File: src/rtl/hazard_unit.sv
// ID-stage data-hazard resolver for the 5-stage predicated pipeline.
// Compares ID source registers (Rs/Rt) against the destinations of the
// instructions in EX/MEM/WB and produces:
//   ForwardA/ForwardB : operand-bus mux selects (00 regfile, 01 EX, 10 MEM, 11 WB)
//   Stall             : load-use stall request (freezes PC/IR, bubbles ID/EX)
//   stall_count       : registered, saturating count of stall cycles
// Ports:
//   clk, rst_n                       clock, async active-low reset
//   Rs, Rt                           ID source registers
//   Rd_EX, Rd_MEM, Rd_WB             destination registers per stage
//   RegWrite_EX/MEM/WB               stage writes a register
//   MemRead_EX                       EX instruction is a load
//   RPzero_EX/MEM/WB                 stage instruction predicated off
//   ForwardA, ForwardB, Stall        combinational hazard outputs
//   stall_count                      registered stall-cycle counter
module hazard_unit #(
  parameter int unsigned AW    = 5,
  parameter int unsigned CNT_W = 16
) (
  input  logic             clk,
  input  logic             rst_n,
  input  logic [AW-1:0]    Rs,
  input  logic [AW-1:0]    Rt,
  input  logic [AW-1:0]    Rd_EX,
  input  logic [AW-1:0]    Rd_MEM,
  input  logic [AW-1:0]    Rd_WB,
  input  logic             RegWrite_EX,
  input  logic             RegWrite_MEM,
  input  logic             RegWrite_WB,
  input  logic             MemRead_EX,
  input  logic             RPzero_EX,
  input  logic             RPzero_MEM,
  input  logic             RPzero_WB,
  output logic [1:0]       ForwardA,
  output logic [1:0]       ForwardB,
  output logic             Stall,
  output logic [CNT_W-1:0] stall_count
);

  localparam logic [1:0] SEL_RF  = 2'b00;
  localparam logic [1:0] SEL_EX  = 2'b01;
  localparam logic [1:0] SEL_MEM = 2'b10;
  localparam logic [1:0] SEL_WB  = 2'b11;

  // R0 and R30 are hardwired and never act as a hazard source.
  localparam logic [AW-1:0] R_ZERO = AW'(0);
  localparam logic [AW-1:0] R_HARD = AW'(30);

  logic w_ex;
  logic w_mem;
  logic w_wb;
  logic ex_fwd_ok;

  // Effective (architecturally visible) write per stage.
  always_comb begin
    w_ex  = RegWrite_EX  & ~RPzero_EX  & (Rd_EX  != R_ZERO) & (Rd_EX  != R_HARD);
    w_mem = RegWrite_MEM & ~RPzero_MEM & (Rd_MEM != R_ZERO) & (Rd_MEM != R_HARD);
    w_wb  = RegWrite_WB  & ~RPzero_WB  & (Rd_WB  != R_ZERO) & (Rd_WB  != R_HARD);
    // A load in EX has no data yet, so it can never be the EX forward source.
    ex_fwd_ok = w_ex & ~MemRead_EX;
  end

  // Forward selects, youngest producer wins.
  always_comb begin
    ForwardA = SEL_RF;
    ForwardB = SEL_RF;

    if (ex_fwd_ok && (Rd_EX == Rs)) begin
      ForwardA = SEL_EX;
    end else if (w_mem && (Rd_MEM == Rs)) begin
      ForwardA = SEL_MEM;
    end else if (w_wb && (Rd_WB == Rs)) begin
      ForwardA = SEL_WB;
    end

    if (ex_fwd_ok && (Rd_EX == Rt)) begin
      ForwardB = SEL_EX;
    end else if (w_mem && (Rd_MEM == Rt)) begin
      ForwardB = SEL_MEM;
    end else if (w_wb && (Rd_WB == Rt)) begin
      ForwardB = SEL_WB;
    end
  end

  // Load-use stall: one cycle, after which the load sits in MEM and forwards.
  always_comb begin
    Stall = MemRead_EX & w_ex & ((Rd_EX == Rs) | (Rd_EX == Rt));
  end

  // Saturating stall-cycle counter.
  always_ff @(posedge clk or negedge rst_n) begin
    if (!rst_n) begin
      stall_count <= '0;
    end else if (Stall && (stall_count != {CNT_W{1'b1}})) begin
      stall_count <= stall_count + CNT_W'(1);
    end
  end

endmodule

File: config.mk
export PLATFORM = sky130hd
export DESIGN_NAME = hazard_unit
export DESIGN_NICKNAME = d
export VERILOG_FILES = /design/src/rtl/hazard_unit.sv
export SDC_FILE = /design/constraint.sdc
export NUM_CORES = 1
export LEC_CHECK = 0
export CORE_UTILIZATION = 44
export CTS_CLUSTER_DIAMETER = 50
export DETAILED_ROUTE_END_ITERATION = 8
export GPL_ROUTABILITY_DRIVEN = 0
export PLACE_DENSITY = 0.8
export SETUP_SLACK_MARGIN = 0.15
export SLEW_MARGIN = 15
export SYNTH_ARGS = -nofsm -noshare
export SYNTH_HDL_FRONTEND = slang
export SYNTH_SLANG_ARGS = --single-unit
File: constraint.sdc
create_clock -name clk -period 2.4 [get_ports clk]
set_input_delay 0.48 -clock clk [delete_from_list [all_inputs] [get_ports clk]]
set_output_delay 0.48 -clock clk [all_outputs]
set_load 0.03 [all_outputs]
==> reports/metrics.yaml, run 1 <==
finish:
  layout-drive-gt1-share_pct: 38.3
  regArea_sq_um: 400
  final.fill_count: 191
  fin_nets: 263
  multiInputGateArea_sq_um: 1080
  largest_reg_flops: 16
  syn_to_final_growth_pct: 68.7
  utilization_pct: 81.1
  top_register: "stall_count"
  top_regs: "stall_count x16"
  antenna_cells: 0
floorplan:
  start_util_pct: 48.1
  die_w_microns: 58.1
  die_area_sq_um: 3370
  core-area_sq_um: 2880
  die_h_microns: 58.1
  rows: 19
  ios: 55
timing:
  worst_pin_slew_ns: 0.777
  finalClockSkew_ns: 0.00131
  finalSetupTns_ns: -0.0981
  setup_slack_ns: -0.0639
  fmax_mhz: 406
  setup_viol: 3
  post-route-min-period_ns: 2.46
  timing.final.crit_share_pct: 103
  hold_viol: 0
  holdWs_ns: 0.533
  drv_slew: 0
  rsz0062_at_grt: "true"
  relSlewSlack_pct: 48.0
critical_path:
  crit_required_ns: 1.92
  end_kind: "primary output"
  worst_r2r_startpoint: "stall_count[0]"
  arrival_ns: 1.98
  path_class: "in2out"
  crit_fanout: 3
  path_cells: "buf_6 > or4_4 > a21oi_2 > or3b_4 > buf_6 > nor4_4 > buf_4 > o32ai_2 > buf_4"
  crit_path_max_incr_delay_ns: 0.53
  critPathLaunch: "Rd_MEM[1]"
  worstSetupStartpointType: "input pin"
  slowest_stage: "or4_4"
yosys:
  synth_common_cells: "28 x xnor2_1, 16 x dfrtp_1, 16 x xor2_1, 12 x nand4_1, 11 x and3_1"
  yosysSeqAreaShare_pct: 29.0
  postSynthAreaPerCell_sq_um: 9.60
  yosysTopAreaCell: "dfrtp_1"
  synthesis.area_sq_um: 1380
  yosysUniqueCellTypes: 29
  yosysMostFrequentCell: "xnor2_1"
  synthTopCellsByArea: "dfrtp_1 29%, xnor2_1 18%, xor2_1 10%, nand4_1 5.4%, and3_1 5.0%"
  synth_seq_cells: 16
  yosys_warnings: 0
  ys.flop_type: "dfrtp_1"
  synth-async-reset-ratio_pct: 100
  synth.top_cell.area_share_pct: 29.0
  synth-edff-count: 0
  synthesis.nets: 179
  postSynthCellCount: 144
clock_tree:
  root_buffer: "clkbuf_4"
  cts_buffer_depth: 2
  numCtsBuffers: 3
  path_clk_slew_ns: 0.10
  htree_levels: 1
  cts.sinks: 16
  clkLatencyLatePin_ns: 0.30
  postCtsHoldBufs: 0
  cts_tree: "yes"
power:
  ir_drop_mv: 0.253
  finalPower_uw: 781
  p_leak_uw: 0.000982
  p_per_area_nw_per_um2: 335
placement:
  place_ws_ns: -0.414
  dp_hpwl_microns: 3280
  io_buffers: 54
outcome:
  violations: "DRC, setup timing"
  status: "complete, but fails checks"
detailed_routing:
  drt_wl_total_microns: 4800
  ant_nets: 0
  wl_per_cell_microns: 17.8
  dr.pass1.iters: 6
  drc: 3
  routed_via_density: 5.67
  drtIter0Drc: 90
  vias: 1526
worst_hold_path:
  min_from: "stall_count[9]"
  holdCritPathClass: "reg2reg"
global_route:
  grt_overflow: 0
  antenna_found_initial: 0
  grt_pass1_vias: 1548
  grt_max_degree: 17
  grt_usage_pct: 30.5
  grt_pass1_wl_microns: 7570
run:
  max_cap_viol_count: 0
[per-layer routing]
metal / part of all wire, % / vias to the layer above / track usage, % / routed length, microns
li1: - / 694 / - / -
met1: 42 / 746 / 38.2 / 1990
met2: 51 / 75 / 52.4 / 2450
met3: 4.8 / 11 / 4.69 / 230
met4: 2.5 / 0 / 11.9 / 118
met5: 0 / - / 0 / 0
[worst max-delay path, delay by kind of cell]
kind                   cells  cell delay [ns]
buffers and inverters      4             0.56
and+or+nand+nor            3             0.72
AOI/OAI and AO/OA          2             0.23
[path summary, 6_finish.rpt]
kind	endpoint	slack [ns]	cells past startpoint
worst max-delay path	ForwardB[0]	-0.06	9
worst min register to register	stall_count[9]	0.53	1
max in group asynchronous	stall_count[0]	1.30	1
worst min-delay path	stall_count[9]	0.53	1
worst max register to register	stall_count[1]	0.57	5
min in group asynchronous	stall_count[15]	0.62	1
[per-stage QoR]
stage          instance area [sq um]  cells
5_1_grt                         2330    269
4_1_cts                         2280    268
3_3_place_gp                    2110    260
3_5_place_dp                    2110    260
6_report                        2330    269
2_1_floorplan                   1380    144
[timing repair]
item,CTS,global route
gates resized for setup,93,17
endpoints found under the setup margin,6,5
pin swaps,26,12
setup buffers,4,1
gates cloned,0,0
[where the power goes]
| group | switching [uW] | leakage [uW] | internal (uW) |
|---|---|---|---|
| Clock | 98.3 | 0.0000210 | 92.6 |
| Combinational | 144 | 0.000738 | 146 |
| Sequential | 19.5 | 0.000222 | 280 |
[cells in the final DEF (no fill, tap or decap), drive strengths merged, types with 7 or more instances in the layout]
master          n
clkdlybuf4s50  22
xor2           16
dlygate4sd2    12
xnor2          28
buf            44
clkbuf          7
nand4          17
nor3            7
and3           11
nand3          10
dfrtp          16
[kinds of logic (layout without fill, tap and decap cells)]
kind of cell / after synthesis / after routing / synth area share [%]
compound gates: 10 / 10 / 4.98
simple gates: 66 / 66 / 33.0
flops: 16 / 16 / 29.0
mux: 1 / 1 / 1.09
buf+inv: 6 / 89 / 3.17
xor+xnor: 44 / 44 / 27.9
fa+ha+maj: 1 / 1 / 0.905
[area by class of cell]
class                   count  share of cell area [%]
flip-flops and latches     16                    17.2
clock buffers               4                    1.56
inverters                   3                   0.590
repair buffers             82                    31.9
well taps                  42                    2.25
multi-input cells         122                    46.5
No activity file was read; power rests on OpenSTA's default activity.
==> run 2: changes to the inputs <==
TNS_END_PERCENT = 30   (was default)
==> run 2 against run 1 <==
  * The flow still finishes with violations (DRC, setup timing)
  * Critical path depth unchanged
  * Cell area decreased by 2.3%
  * Sequential power about the same
  * Sequential share of layout area increased by 0.40 points
  * Clock power about the same
  * Via count decreased by 3.6%
  * Clock-buffer cell count unchanged
  * Hold slack got worse by 0.0052 ns
  * Die area unchanged
  * Routed wire length decreased by 3.0%
  * Sequential cell count unchanged
==> reports/metrics.yaml, run 2 (synthesis gave the netlist of run 1 again) <==
finish:
  regArea_sq_um: 400  # unchanged
  final_common_cell: "xnor2_1"
  fin_nets: 262  # -0.38%
  top_regs: "stall_count x16"
  largest_reg_flops: 16  # unchanged
  antenna_cells: 0  # unchanged
  finalInstanceArea_sq_um: 2280  # -2.3%
  top_register: "stall_count"
  multiInputGateArea_sq_um: 1050  # -3.5%
  final.fill_count: 196  # +2.6%
  syn_to_final_growth_pct: 64.9
  layout-drive-gt1-share_pct: 33.2  # -5.1 points
  utilization_pct: 79.3  # -1.8 points
  layout_common_cells: "26 x xnor2_1, 25 x buf_4, 23 x clkdlybuf4s50_1"
global_route:
  grt_pass1_wl_microns: 6920  # -8.6%
  antenna_found_initial: 0  # unchanged
  grt_overflow: 0  # unchanged
  grt_pass1_vias: 1448  # -6.5%
  grt_usage_pct: 27.5  # -2.9 points
  grt_max_degree: 17  # unchanged
  met3_usage_pct: 4.69  # unchanged
  grt_use_met2_pct: 47.9  # -4.4 points
  gr-usage-met1_pct: 35.2  # -3.0 points
  busiest_layer: "met2"
clock_tree:
  cts_tree: "yes"
  path_clk_slew_ns: 0.10  # about the same
  postCtsHoldBufs: 0  # unchanged
  numCtsBuffers: 3  # unchanged
  root_buffer: "clkbuf_4"
  clkLatencyLatePin_ns: 0.30  # about the same
  htree_levels: 1  # unchanged
  cts.sinks: 16  # unchanged
  cts_buffer_depth: 2  # unchanged
floorplan:
  die_w_microns: 58.1  # unchanged
  ios: 55  # unchanged
  core-area_sq_um: 2880  # unchanged
  die_h_microns: 58.1  # unchanged
  start_util_pct: 48.1  # unchanged
  rows: 19  # unchanged
  die_area_sq_um: 3370  # unchanged
detailed_routing:
  wl_per_cell_microns: 17.4  # -2.7%
  drc: 3  # unchanged
  drt_wl_total_microns: 4650  # -3.0%
  vias: 1471  # -3.6%
  ant_nets: 0  # unchanged
  drtIter0Drc: 82  # -8.9%
  dr.pass1.iters: 6  # unchanged
  routed_via_density: 5.49  # -3.2%
timing:
  hold_viol: 0  # unchanged
  setup_slack_ns: -0.122  # -0.0582 ns
  finalClockSkew_ns: 0.00396  # +0.00265 ns
  drv_slew: 0  # unchanged
  worst_pin_slew_ns: 0.757  # -0.0201 ns
  timing.final.crit_share_pct: 105  # +2.4 points
  fmax_mhz: 396  # -2.3%
  holdWs_ns: 0.528  # -0.00524 ns
  relSlewSlack_pct: 49.4  # +1.3 points
  post-route-min-period_ns: 2.52  # +0.0582 ns
  setup_viol: 5  # +2
  rsz0062_at_grt: "true"
outcome:
  violations: "DRC, setup timing"
  status: "complete, but fails checks"
critical_path:
  end_kind: "primary output"
  arrival_ns: 2.04  # +0.06 ns
  crit_required_ns: 1.92  # about the same
  crit_fanout: 3  # unchanged
  worstSetupStartpointType: "input pin"
  path_class: "in2out"
run:
  max_cap_viol_count: 0  # unchanged
placement:
  io_buffers: 54  # unchanged
  place_ws_ns: -0.414  # unchanged
  placed_cell_area_sq_um: 2110  # unchanged
  dp_hpwl_microns: 3280  # unchanged
power:
  ir_drop_mv: 0.252  # -0.14%
  finalPower_uw: 761  # -2.6%
  p_per_area_nw_per_um2: 334  # -0.31%
  p_leak_uw: 0.000969  # -1.3%
worst_hold_path:
  holdCritPathClass: "reg2reg"
run 2: changes by cell type in the layout (fill, tap and decap cells not counted), moves of 2 or more:
cell / previous run / this run
clkbuf_2: 3 / 1
nand3_1: 3 / 5
buf_6: 18 / 11
clkdlybuf4s15_1: 0 / 3
nand3_2: 7 / 5
run 2: final timing paths:
path | from | endpoint | slack, ns | cells after the start
min | stall_count[9] | stall_count[9] | 0.53 | 1
min in group asynchronous | rst_n | stall_count[15] | 0.62 | 1
max in group asynchronous | rst_n | stall_count[13] | 1.31 | 1
max | Rd_MEM[2] | ForwardB[0] | -0.12 | 9
max reg2reg | stall_count[0] | stall_count[1] | 0.60 | 5
min reg2reg | stall_count[9] | stall_count[9] | 0.53 | 1
run 2: metal layers:
metal,wire length (microns),part of all wire (%),vias to the layer above
met5,0,0,-
met4,89,1.9,0
met3,266,5.7,12
met2,2360,51,67
met1,1930,42,698
li1,-,-,694
run 2: critical path: stages:
cell	delay [ns]
buf_6	0.10
or4_4	0.53
a21oi_2	0.18
or3b_4	0.18
buf_6	0.11
nor4_4	0.03
buf_4	0.14
o32ai_2	0.09
buf_4	0.20
run 2: what timing repair did:
| action | CTS | global route |
|---|---|---|
| pin swaps | 23 | 10 |
| buffers inserted | 1 | 3 |
| resized for setup | 71 | 12 |
| setup endpoints to repair | 6 | 5 |
run 2: layout make-up:
class / count / share of cell area, %
clock buffer: 4 / 1.59
inverter: 3 / 0.604
multi-input combinational: 122 / 45.9
sequential: 16 / 17.6
tap: 42 / 2.31
timing repair buffer: 81 / 32.0
run 2: power breakdown:
group          internal, uW  switching [uW]
Combinational           137             136
Sequential              280            19.9
Clock                  92.5            95.9
run 2: through the flow:
stage | instances | TNS (ns)
6_report | 268 | -0.422
3_3_place_gp | 260 | -2.00
4_1_cts | 265 | 0
2_1_floorplan | 144 | 0
5_1_grt | 268 | -0.509
3_5_place_dp | 260 | -2.65
